### config.mk
export PLATFORM = sky130hd
export DESIGN_NAME = mem_align_ctrl
export DESIGN_NICKNAME = d
export VERILOG_FILES = /design/src/rtl/mem_align_ctrl.sv
export SDC_FILE = /design/constraint.sdc
export NUM_CORES = 1
export LEC_CHECK = 0
export ABC_AREA = 1
export BUFFER_PORTS_ARGS = -buffer_cell sky130_fd_sc_hd__buf_2
export CAP_MARGIN = 20
export CORE_ASPECT_RATIO = 0.6
export CORE_UTILIZATION = 30
export DETAILED_ROUTE_END_ITERATION = 16
export PLACE_DENSITY = 0.63
export SYNTH_ARGS = -nofsm -noshare
export SYNTH_HDL_FRONTEND = slang
export SYNTH_SLANG_ARGS = --single-unit
### constraint.sdc
create_clock -name clk -period 3.8 [get_ports clk]
set_input_delay 0.76 -clock clk [delete_from_list [all_inputs] [get_ports clk]]
set_output_delay 0.76 -clock clk [all_outputs]
set_load 0.1 [all_outputs]
### src/rtl/mem_align_ctrl.sv
// mem_align_ctrl -- EX/MEM memory-port stage with misaligned-access handling.
//
// Captures the EX-stage memory request on each enabled clock edge and drives the
// data-RAM port for the following cycle. Stores are lane-shifted into the word
// and given byte enables. Accesses that cross a word boundary are either split
// into two word writes (stores, optional build) or flagged as a fault.
//
// Build option:
//   MISALIGNED_STORE_SPLIT_EN  defined   -> spanning stores are split over two
//                                           cycles (SPLIT2 state, StallReq=1).
//                              undefined -> spanning stores fault like loads;
//                                           SPLIT2 is never entered.
//
// Ports:
//   clk, rst            clock, synchronous active-high reset
//   en, clear           stage enable (0 = hold) and flush (capture a bubble)
//   AddrE, StoreDataE   byte address and right-aligned store data from EX
//   StoreTypeE          0 none, 1 SB, 2 SH, 3 SW
//   LoadTypeE           0 none, 1 LB, 2 LH, 3 LW, 4 LBU, 5 LHU
//   A, WD, WE           data-RAM address, lane-shifted write data, byte enables
//   LoadTypeM           registered load type for load extension
//   StallReq            combinational freeze request while part 2 is pending
//   AlignFaultM         registered misaligned-access fault
module mem_align_ctrl (
    input  logic        clk,
    input  logic        rst,
    input  logic        en,
    input  logic        clear,
    input  logic [31:0] AddrE,
    input  logic [31:0] StoreDataE,
    input  logic [1:0]  StoreTypeE,
    input  logic [2:0]  LoadTypeE,
    output logic [31:0] A,
    output logic [31:0] WD,
    output logic [3:0]  WE,
    output logic [2:0]  LoadTypeM,
    output logic        StallReq,
    output logic        AlignFaultM
);

    typedef enum logic [0:0] {StIdle, StSplit2} state_e;

    state_e      state_q, state_d;
    logic [31:0] a_q, a_d;
    logic [31:0] wd_q, wd_d;
    logic [3:0]  we_q, we_d;
    logic [2:0]  lt_q, lt_d;
    logic        fault_q, fault_d;
    // Second half of a split store, held until the pipeline lets it out.
    logic [31:0] p2_a_q, p2_a_d;
    logic [31:0] p2_wd_q, p2_wd_d;
    logic [3:0]  p2_we_q, p2_we_d;

    // Request decode.
    logic [1:0]  off;
    logic [2:0]  st_sz, ld_sz, sz;
    logic [2:0]  end_pos;
    logic        is_store, is_load, spans;
    logic [3:0]  size_mask;
    logic [31:0] wd_shl;

    assign off      = AddrE[1:0];
    assign is_store = (StoreTypeE != 2'd0);
    assign is_load  = !is_store && (LoadTypeE != 3'd0);

    always_comb begin
        st_sz = 3'd4;
        unique case (StoreTypeE)
            2'd1:    st_sz = 3'd1;
            2'd2:    st_sz = 3'd2;
            default: st_sz = 3'd4;
        endcase
        ld_sz = 3'd1;
        case (LoadTypeE)
            3'd2, 3'd5: ld_sz = 3'd2;
            3'd3:       ld_sz = 3'd4;
            default:    ld_sz = 3'd1;
        endcase
    end

    assign sz        = is_store ? st_sz : ld_sz;
    assign end_pos   = {1'b0, off} + sz;      // max 3 + 4 = 7, fits 3 bits
    assign spans     = (end_pos > 3'd4);
    // 4'd1 << 4 wraps to 0 in 4 bits, so the mask for sz=4 comes out 4'hF.
    assign size_mask = (4'd1 << sz) - 4'd1;
    assign wd_shl    = StoreDataE << {off, 3'b000};

`ifdef MISALIGNED_STORE_SPLIT_EN
    logic [31:0] word_base;
    logic [2:0]  rem_bytes;
    logic [5:0]  shr_amt;

    assign word_base = {AddrE[31:2], 2'b00};
    assign rem_bytes = end_pos - 3'd4;
    // Only used when spanning, so off != 0 and the shift is 8..24.
    assign shr_amt   = 6'd32 - {1'b0, off, 3'b000};
`endif

    always_comb begin
        state_d = state_q;
        a_d     = a_q;
        wd_d    = wd_q;
        we_d    = 4'b0000;   // enables only live for the cycle they are issued
        lt_d    = lt_q;
        fault_d = fault_q;
        p2_a_d  = p2_a_q;
        p2_wd_d = p2_wd_q;
        p2_we_d = p2_we_q;

        case (state_q)
            StIdle: begin
                if (en) begin
                    a_d     = AddrE;
                    wd_d    = 32'h0;
                    lt_d    = 3'd0;
                    fault_d = 1'b0;
                    if (clear) begin
                        a_d = 32'h0;
                    end else if (is_store) begin
                        if (!spans) begin
                            we_d = size_mask << off;
                            wd_d = wd_shl;
                        end else begin
`ifdef MISALIGNED_STORE_SPLIT_EN
                            a_d     = word_base;
                            we_d    = 4'hF << off;
                            wd_d    = wd_shl;
                            p2_a_d  = word_base + 32'd4;
                            p2_we_d = (4'd1 << rem_bytes) - 4'd1;
                            p2_wd_d = StoreDataE >> shr_amt;
                            state_d = StSplit2;
`else
                            fault_d = 1'b1;
`endif
                        end
                    end else if (is_load) begin
                        if (spans) begin
                            fault_d = 1'b1;
                        end else begin
                            lt_d = LoadTypeE;
                        end
                    end
                end
            end
            StSplit2: begin
                // Part 1 is already committed, so clear is not honoured here.
                if (en) begin
                    a_d     = p2_a_q;
                    wd_d    = p2_wd_q;
                    we_d    = p2_we_q;
                    lt_d    = 3'd0;
                    fault_d = 1'b0;
                    state_d = StIdle;
                end
            end
            default: state_d = StIdle;
        endcase
    end

    always_ff @(posedge clk) begin
        if (rst) begin
            state_q <= StIdle;
            a_q     <= 32'h0;
            wd_q    <= 32'h0;
            we_q    <= 4'b0000;
            lt_q    <= 3'd0;
            fault_q <= 1'b0;
            p2_a_q  <= 32'h0;
            p2_wd_q <= 32'h0;
            p2_we_q <= 4'b0000;
        end else begin
            state_q <= state_d;
            a_q     <= a_d;
            wd_q    <= wd_d;
            we_q    <= we_d;
            lt_q    <= lt_d;
            fault_q <= fault_d;
            p2_a_q  <= p2_a_d;
            p2_wd_q <= p2_wd_d;
            p2_we_q <= p2_we_d;
        end
    end

    assign A           = a_q;
    assign WD          = wd_q;
    assign WE          = we_q;
    assign LoadTypeM   = lt_q;
    assign AlignFaultM = fault_q;
    // Never asserted in the non-split build since SPLIT2 is unreachable there.
    assign StallReq    = (state_q == StSplit2);

endmodule

* Word level (Yosys, flattened, before mapping)
Cells that the tools add are included. Widths: inputs -> output; s select.
Operators by class: add/subtract/negate cells 2, magnitude comparators 1, eq/ne operators 7, shift operators 3, mux-type cells 32, bitwise gates (word level) 1, reduce and logical (&&, ||, !) cells 7
Operators with widths (count):
- $mux 32 | 7
- $pmux 32 s2 | 2
- $shl 32x5->32 | 1
- $mux 3 | 7
- $pmux 3 s2 | 3
- $mux 4 | 4
- $pmux 4 s2 | 1
- $mux 1 | 7
- $eq 3x2->1 const B | 2
- $ne 2x2->1 const B | 2
- $reduce_or 2->1 | 2
- $shl 1x3->4 const A | 1
- $shl 4x2->4 | 1
- $sub 4x1->4 const B | 1
- $add 2x3->3 | 1
- $eq 3x3->1 const B | 1
- $gt 3x3->1 const B | 1
- $reduce_bool 3->1 | 1
- $eq 2x1->1 const B | 1
- $eq 2x2->1 const B | 1
- $pmux 1 s2 | 1
- $reduce_and 2->1 | 1
- $reduce_bool 2->1 | 1
- $logic_and 1x1->1 | 1
- other kinds (2) | 2
Storage, ports and cells: register bits 73, output and inout bits 73, logic and storage cells 59

* Depth between registers and ports, before layout
word-level depth 12, mapped depth 19, mapped depth without buffers 17

* Worst setup path before layout
OpenSTA, ideal clock, no wires.
kind input to register, start point input StoreTypeE[0], end point register wd_q[5] (netlist: WD[5]), setup time 62 ps, arrival 2899 ps, slack 840 ps, cell stages on the path 18, cell sequence inv_1 -> ha_1 -> buf_6 -> nand2_4 -> inv_2 -> nand2_1 -> nand2_1 -> nand2_1 -> nand2_1 -> ha_1 -> fa_1 -> or2_2 -> nand3_4 -> nand2_4 -> nor2_8 -> buf_8 -> nand3_1 -> nand2_1
On the way: longest elaborated chain between the ends 10, elaborated cells between the ends (all ways) 12, classes of those cells add/sub: 1; order compare: 1; eq/ne: 2; mux: 7; reduce/logical: 1
RTL lines:
- start, declared | line 31 | input logic [1:0] StoreTypeE,
- $eq 2x2->1 / $eq 2x1->1 (equally long branches) | line 68 | unique case (StoreTypeE)
- $pmux 3 s2 | line 68
- $mux 3 | line 81 | assign sz = is_store ? st_sz : ld_sz;
- $add 2x3->3 | line 82 | assign end_pos = {1'b0, off} + sz;
- $gt 3x3->1 | line 83 | assign spans = (end_pos > 3'd4);
- $mux 32 | line 120 | if (!spans) begin
- $mux 32 * | line 119 | end else if (is_store) begin
- $mux 32 * | line 117 | if (clear) begin
- $mux 32 * | line 112 | if (en) begin
- $pmux 32 s2 * | line 110 | case (state_q)
- end signal, assigned | line 174 | wd_q <= wd_d;
- end, declared | line 45 | logic [31:0] wd_q, wd_d;
Mark *: on every way between the ends. The rest lies on a longest branch, timed or not. The select of a mux whose other input is x is not followed. A chain may end at the register's enable or synchronous reset.

* Final worst setup path
start point input StoreTypeE[0], end point register we_q[3] (netlist: WE[3])
On the way: longest elaborated chain between the ends 11, elaborated cells between the ends (all ways) 15, classes of those cells add/sub: 2; order compare: 1; eq/ne: 2; shift: 2; mux: 7; reduce/logical: 1
RTL lines:
- $eq 2x2->1 / $eq 2x1->1 (equally long branches) | line 68
- $pmux 3 s2 | line 68
- $mux 3 | line 81
- $shl 1x3->4 | line 85 | assign size_mask = (4'd1 << sz) - 4'd1;
- $sub 4x1->4 | line 85
- $shl 4x2->4 | line 121 | we_d = size_mask << off;
- $mux 4 | line 120
- $mux 4 * | line 119
- $mux 4 * | line 117
- $mux 4 * | line 112
- $pmux 4 s2 * | line 110
- end signal, assigned | line 175 | we_q <= we_d;
- end, declared | line 46 | logic [3:0] we_q, we_d;
Mark *: on every way between the ends. The rest lies on a longest branch, timed or not.

==> impl_metrics.csv <==
group,metric,value,unit
outcome,status,"finished, final reports clean",
route,vias,3527,
critical_path,path_class,"primary input to flip-flop",
clock_tree,clk_pin_slew,0.06,ns
route,highest_layer,"met4",
critical_path,crit_start,"StoreTypeE[0]",
critical_path,cp-endpoint,"WE[3]",
cells_and_area,area_growth,33.0,%
synth,synth_commonest_cells,"nand2_1, dfxtp_1, nand3_1",
cells_and_area,antenna-diode-count,0,
clock_tree,cts.repair.resized,0,
route,dr_wl_met3,700,µm
job,maxCapViolations,0,
synth,yosysMostFrequentCell,"nand2_1",
clock_tree,htree_levels,3,
critical_path,cp-start-kind,"primary input",
route,wirelength,10.1,mm
timing,fin_crit_sh,82.5,%
cells_and_area,nNetsFinal,673,
synth,synth_area,0.00331,mm²
hold_path,min_path_type,"flip-flop to flip-flop",
timing,fin_tns_setup,0,ns
critical_path,reg2regPathDepth,7,
route,routedWlPerCell,13.6,µm
clock_tree,cts_sinks,73,
synth,syn_avg_cell_area,7.13,µm²
route,avgViaCountPerCell,4.77,
route,firstDrtPassIters,5,
timing,setup_violations,0,
clock_tree,cts-buffers-inserted,9,
synth,synth-seq-cells,73,
timing,finalMaxSlewViolations,0,
power,leakage,2.23,nW
placed_design,gp_congestion,0.859,
timing,timing.slew.headroom,30.5,%
floorplanning,fp-row-count,29,
grt,antenna_found_initial,0,
power,ir_worst_vdd,0.222,mV
route,wl_met2,4.31,mm
critical_path,r2r_slack,1.90,ns
route,drt_iter0_drc,192,
synth,yosys_most_used_dff,"dfxtp_1",
cells_and_area,fin_area,0.00441,mm²
critical_path,required,4.04,ns
timing,fmax,319,MHz
floorplanning,die_h,83.4,µm
clock_tree,cts-root-buf,"clkbuf_16",
clock_tree,cts_setup_buffers,0,
synth,synth_top_area_share,44.1,%
critical_path,cp-end-kind,"flip-flop",
grt,grt_max_degree,70,
power,power_density,470,mW/mm²
route,postRouteAntennaNets,0,
floorplanning,ios,146,
timing,worst_pin_slew,1.04,ns
synth,syn_nets,543,
timing,finalHoldViolations,0,
timing,rsz0062_at_grt,"false",
clock_tree,clk_path_buf_depth,2,
synth,synth.distinct_cells,28,
synth,ys.warnings.count,0,
route,met1_length,4.96,mm
placed_design,port_buffers,145,
critical_path,timing.rr.start,"StallReq",
cells_and_area,drive_above_1_share,30.8,%
route,drc,0,
timing,period_needed,3.13,ns
cells_and_area,n_fill_cell,1177,
floorplanning,die-area,0.0115,mm²
synth,netlist_instances,465,
floorplanning,start_util,31.1,%
grt,grt_pass1_vias,3206,
clock_tree,cts_tree,"yes",
clock_tree,clkLatencyLatePin,0.33,ns
floorplanning,core_area,0.0107,mm²
placed_design,placed_cell_area,0.00409,mm²
synth,synth_top_area_cell,"dfxtp_1",
synth,yosysSeqAreaShare,44.1,%
grt,grt_pass1_wl,15.9,mm
synth,async_flop_share,0,%
critical_path,r2r-end,"WD[2]",
synth,synthTopCellsByArea,"dfxtp_1, nand2_1, nand3_1",
synth,synth_edf_count,0,
critical_path,worstPathMaxFanout,9,
floorplanning,fp.dieW,138,µm
critical_path,crit_arrival,3.38,ns
grt,overflow,0,
grt,track_usage,17.9,%
timing,fin_skew,0.00439,ns
placed_design,dp_hpwl,7.28,mm
clock_tree,hold_buffers,0,
## flip-flops by register name (all words and copies together), names as in the netlist
signal       count
AlignFaultM      1
WD              32
LoadTypeM        3
StallReq         1
WE               4
A               32
## layout make-up
| class | count | area, µm² | share of cell area, % |
|---|---|---|---|
| sequential | 73 | 1460 | 33.2 |
| clock inverter | 5 | 55.1 | 1.25 |
| inverter | 25 | 93.8 | 2.13 |
| timing repair buffer | 149 | 768 | 17.4 |
| multi-input combinational | 337 | 1610 | 36.6 |
| clock buffer | 11 | 243 | 5.51 |
| tap | 139 | 174 | 3.95 |
## worst min-delay path by stage
stage	start	endpoint	slack [ns]	cells past startpoint
3_3_place_gp	A[31]	A[31]	0.45	2
4_1_cts	A[12]	A[12]	0.46	2
2_1_floorplan	StallReq	StallReq	0.89	2
5_1_grt	A[13]	A[13]	0.48	2
6_report	A[7]	A[7]	0.46	2
3_5_place_dp	A[12]	A[12]	0.45	2
## metrics by stage
| step | worst slack [ns] | util (%) | power, mW | cells | hold slack, ns |
|---|---|---|---|---|---|
| after floorplan | 0.840 | - | 1.14 | 465 | 0.894 |
| after global placement | 0.406 | 38.3 | 1.23 | 722 | 0.449 |
| after detailed placement | 0.329 | 38.3 | 1.24 | 722 | 0.453 |
| after CTS | 0.669 | 41.1 | 2.10 | 738 | 0.462 |
| after global routing | 0.361 | 41.3 | 2.16 | 739 | 0.480 |
| final | 0.666 | 41.3 | 2.07 | 739 | 0.463 |
## layout by cell type, fill, tap and decap left out, types with 2 or more instances in the layout
cell type   count
nand2_1       153
buf_2         145
dfxtp_1        73
nand3_1        48
a21oi_1        43
o21ai_0        26
nor2_1         23
inv_1          22
or2_2          10
clkbuf_16       9
o22ai_1         8
nand4_1         7
ha_1            4
nand2_2         3
buf_4           3
nand2_4         2
inv_2           2
mux2i_1         2
a22oi_1         2
clkinvlp_4      2
clkinv_2        2
## critical path, cell delays in order
cell	delay, ns
buf_2	0.11
inv_1	0.07
ha_1	0.36
inv_1	0.20
nand2_1	0.14
nand2_1	0.09
ha_1	0.19
fa_1	0.41
or2_2	0.32
nand3_4	0.14
nand4_1	0.29
a21oi_1	0.30
## routing by layer
metal  vias to the layer above  track usage [%]
met5                         -                0
met4                         0             5.24
met3                         8             4.82
met2                       136             25.5
met1                      1608             25.9
li1                       1775                -
## kinds of logic after synthesis
| family | count (synthesis) | share of synthesized area (%) |
|---|---|---|
| AND/OR/NAND/NOR | 250 | 33.3 |
| AO/OA/AOI/OAI | 80 | 12.6 |
| flip-flops | 73 | 44.1 |
| buffers and inverters | 55 | 7.29 |
| adder cells (fa/ha/maj) | 5 | 2.11 |
| multiplexers | 2 | 0.604 |
## report_power, final
group          switching, mW  total, mW  internal, mW
Combinational          0.327      0.424        0.0964
Sequential            0.0123      0.802         0.790
Clock                  0.321      0.845         0.524
Total                  0.661       2.07          1.41
(Power assumes the default switching activity.)
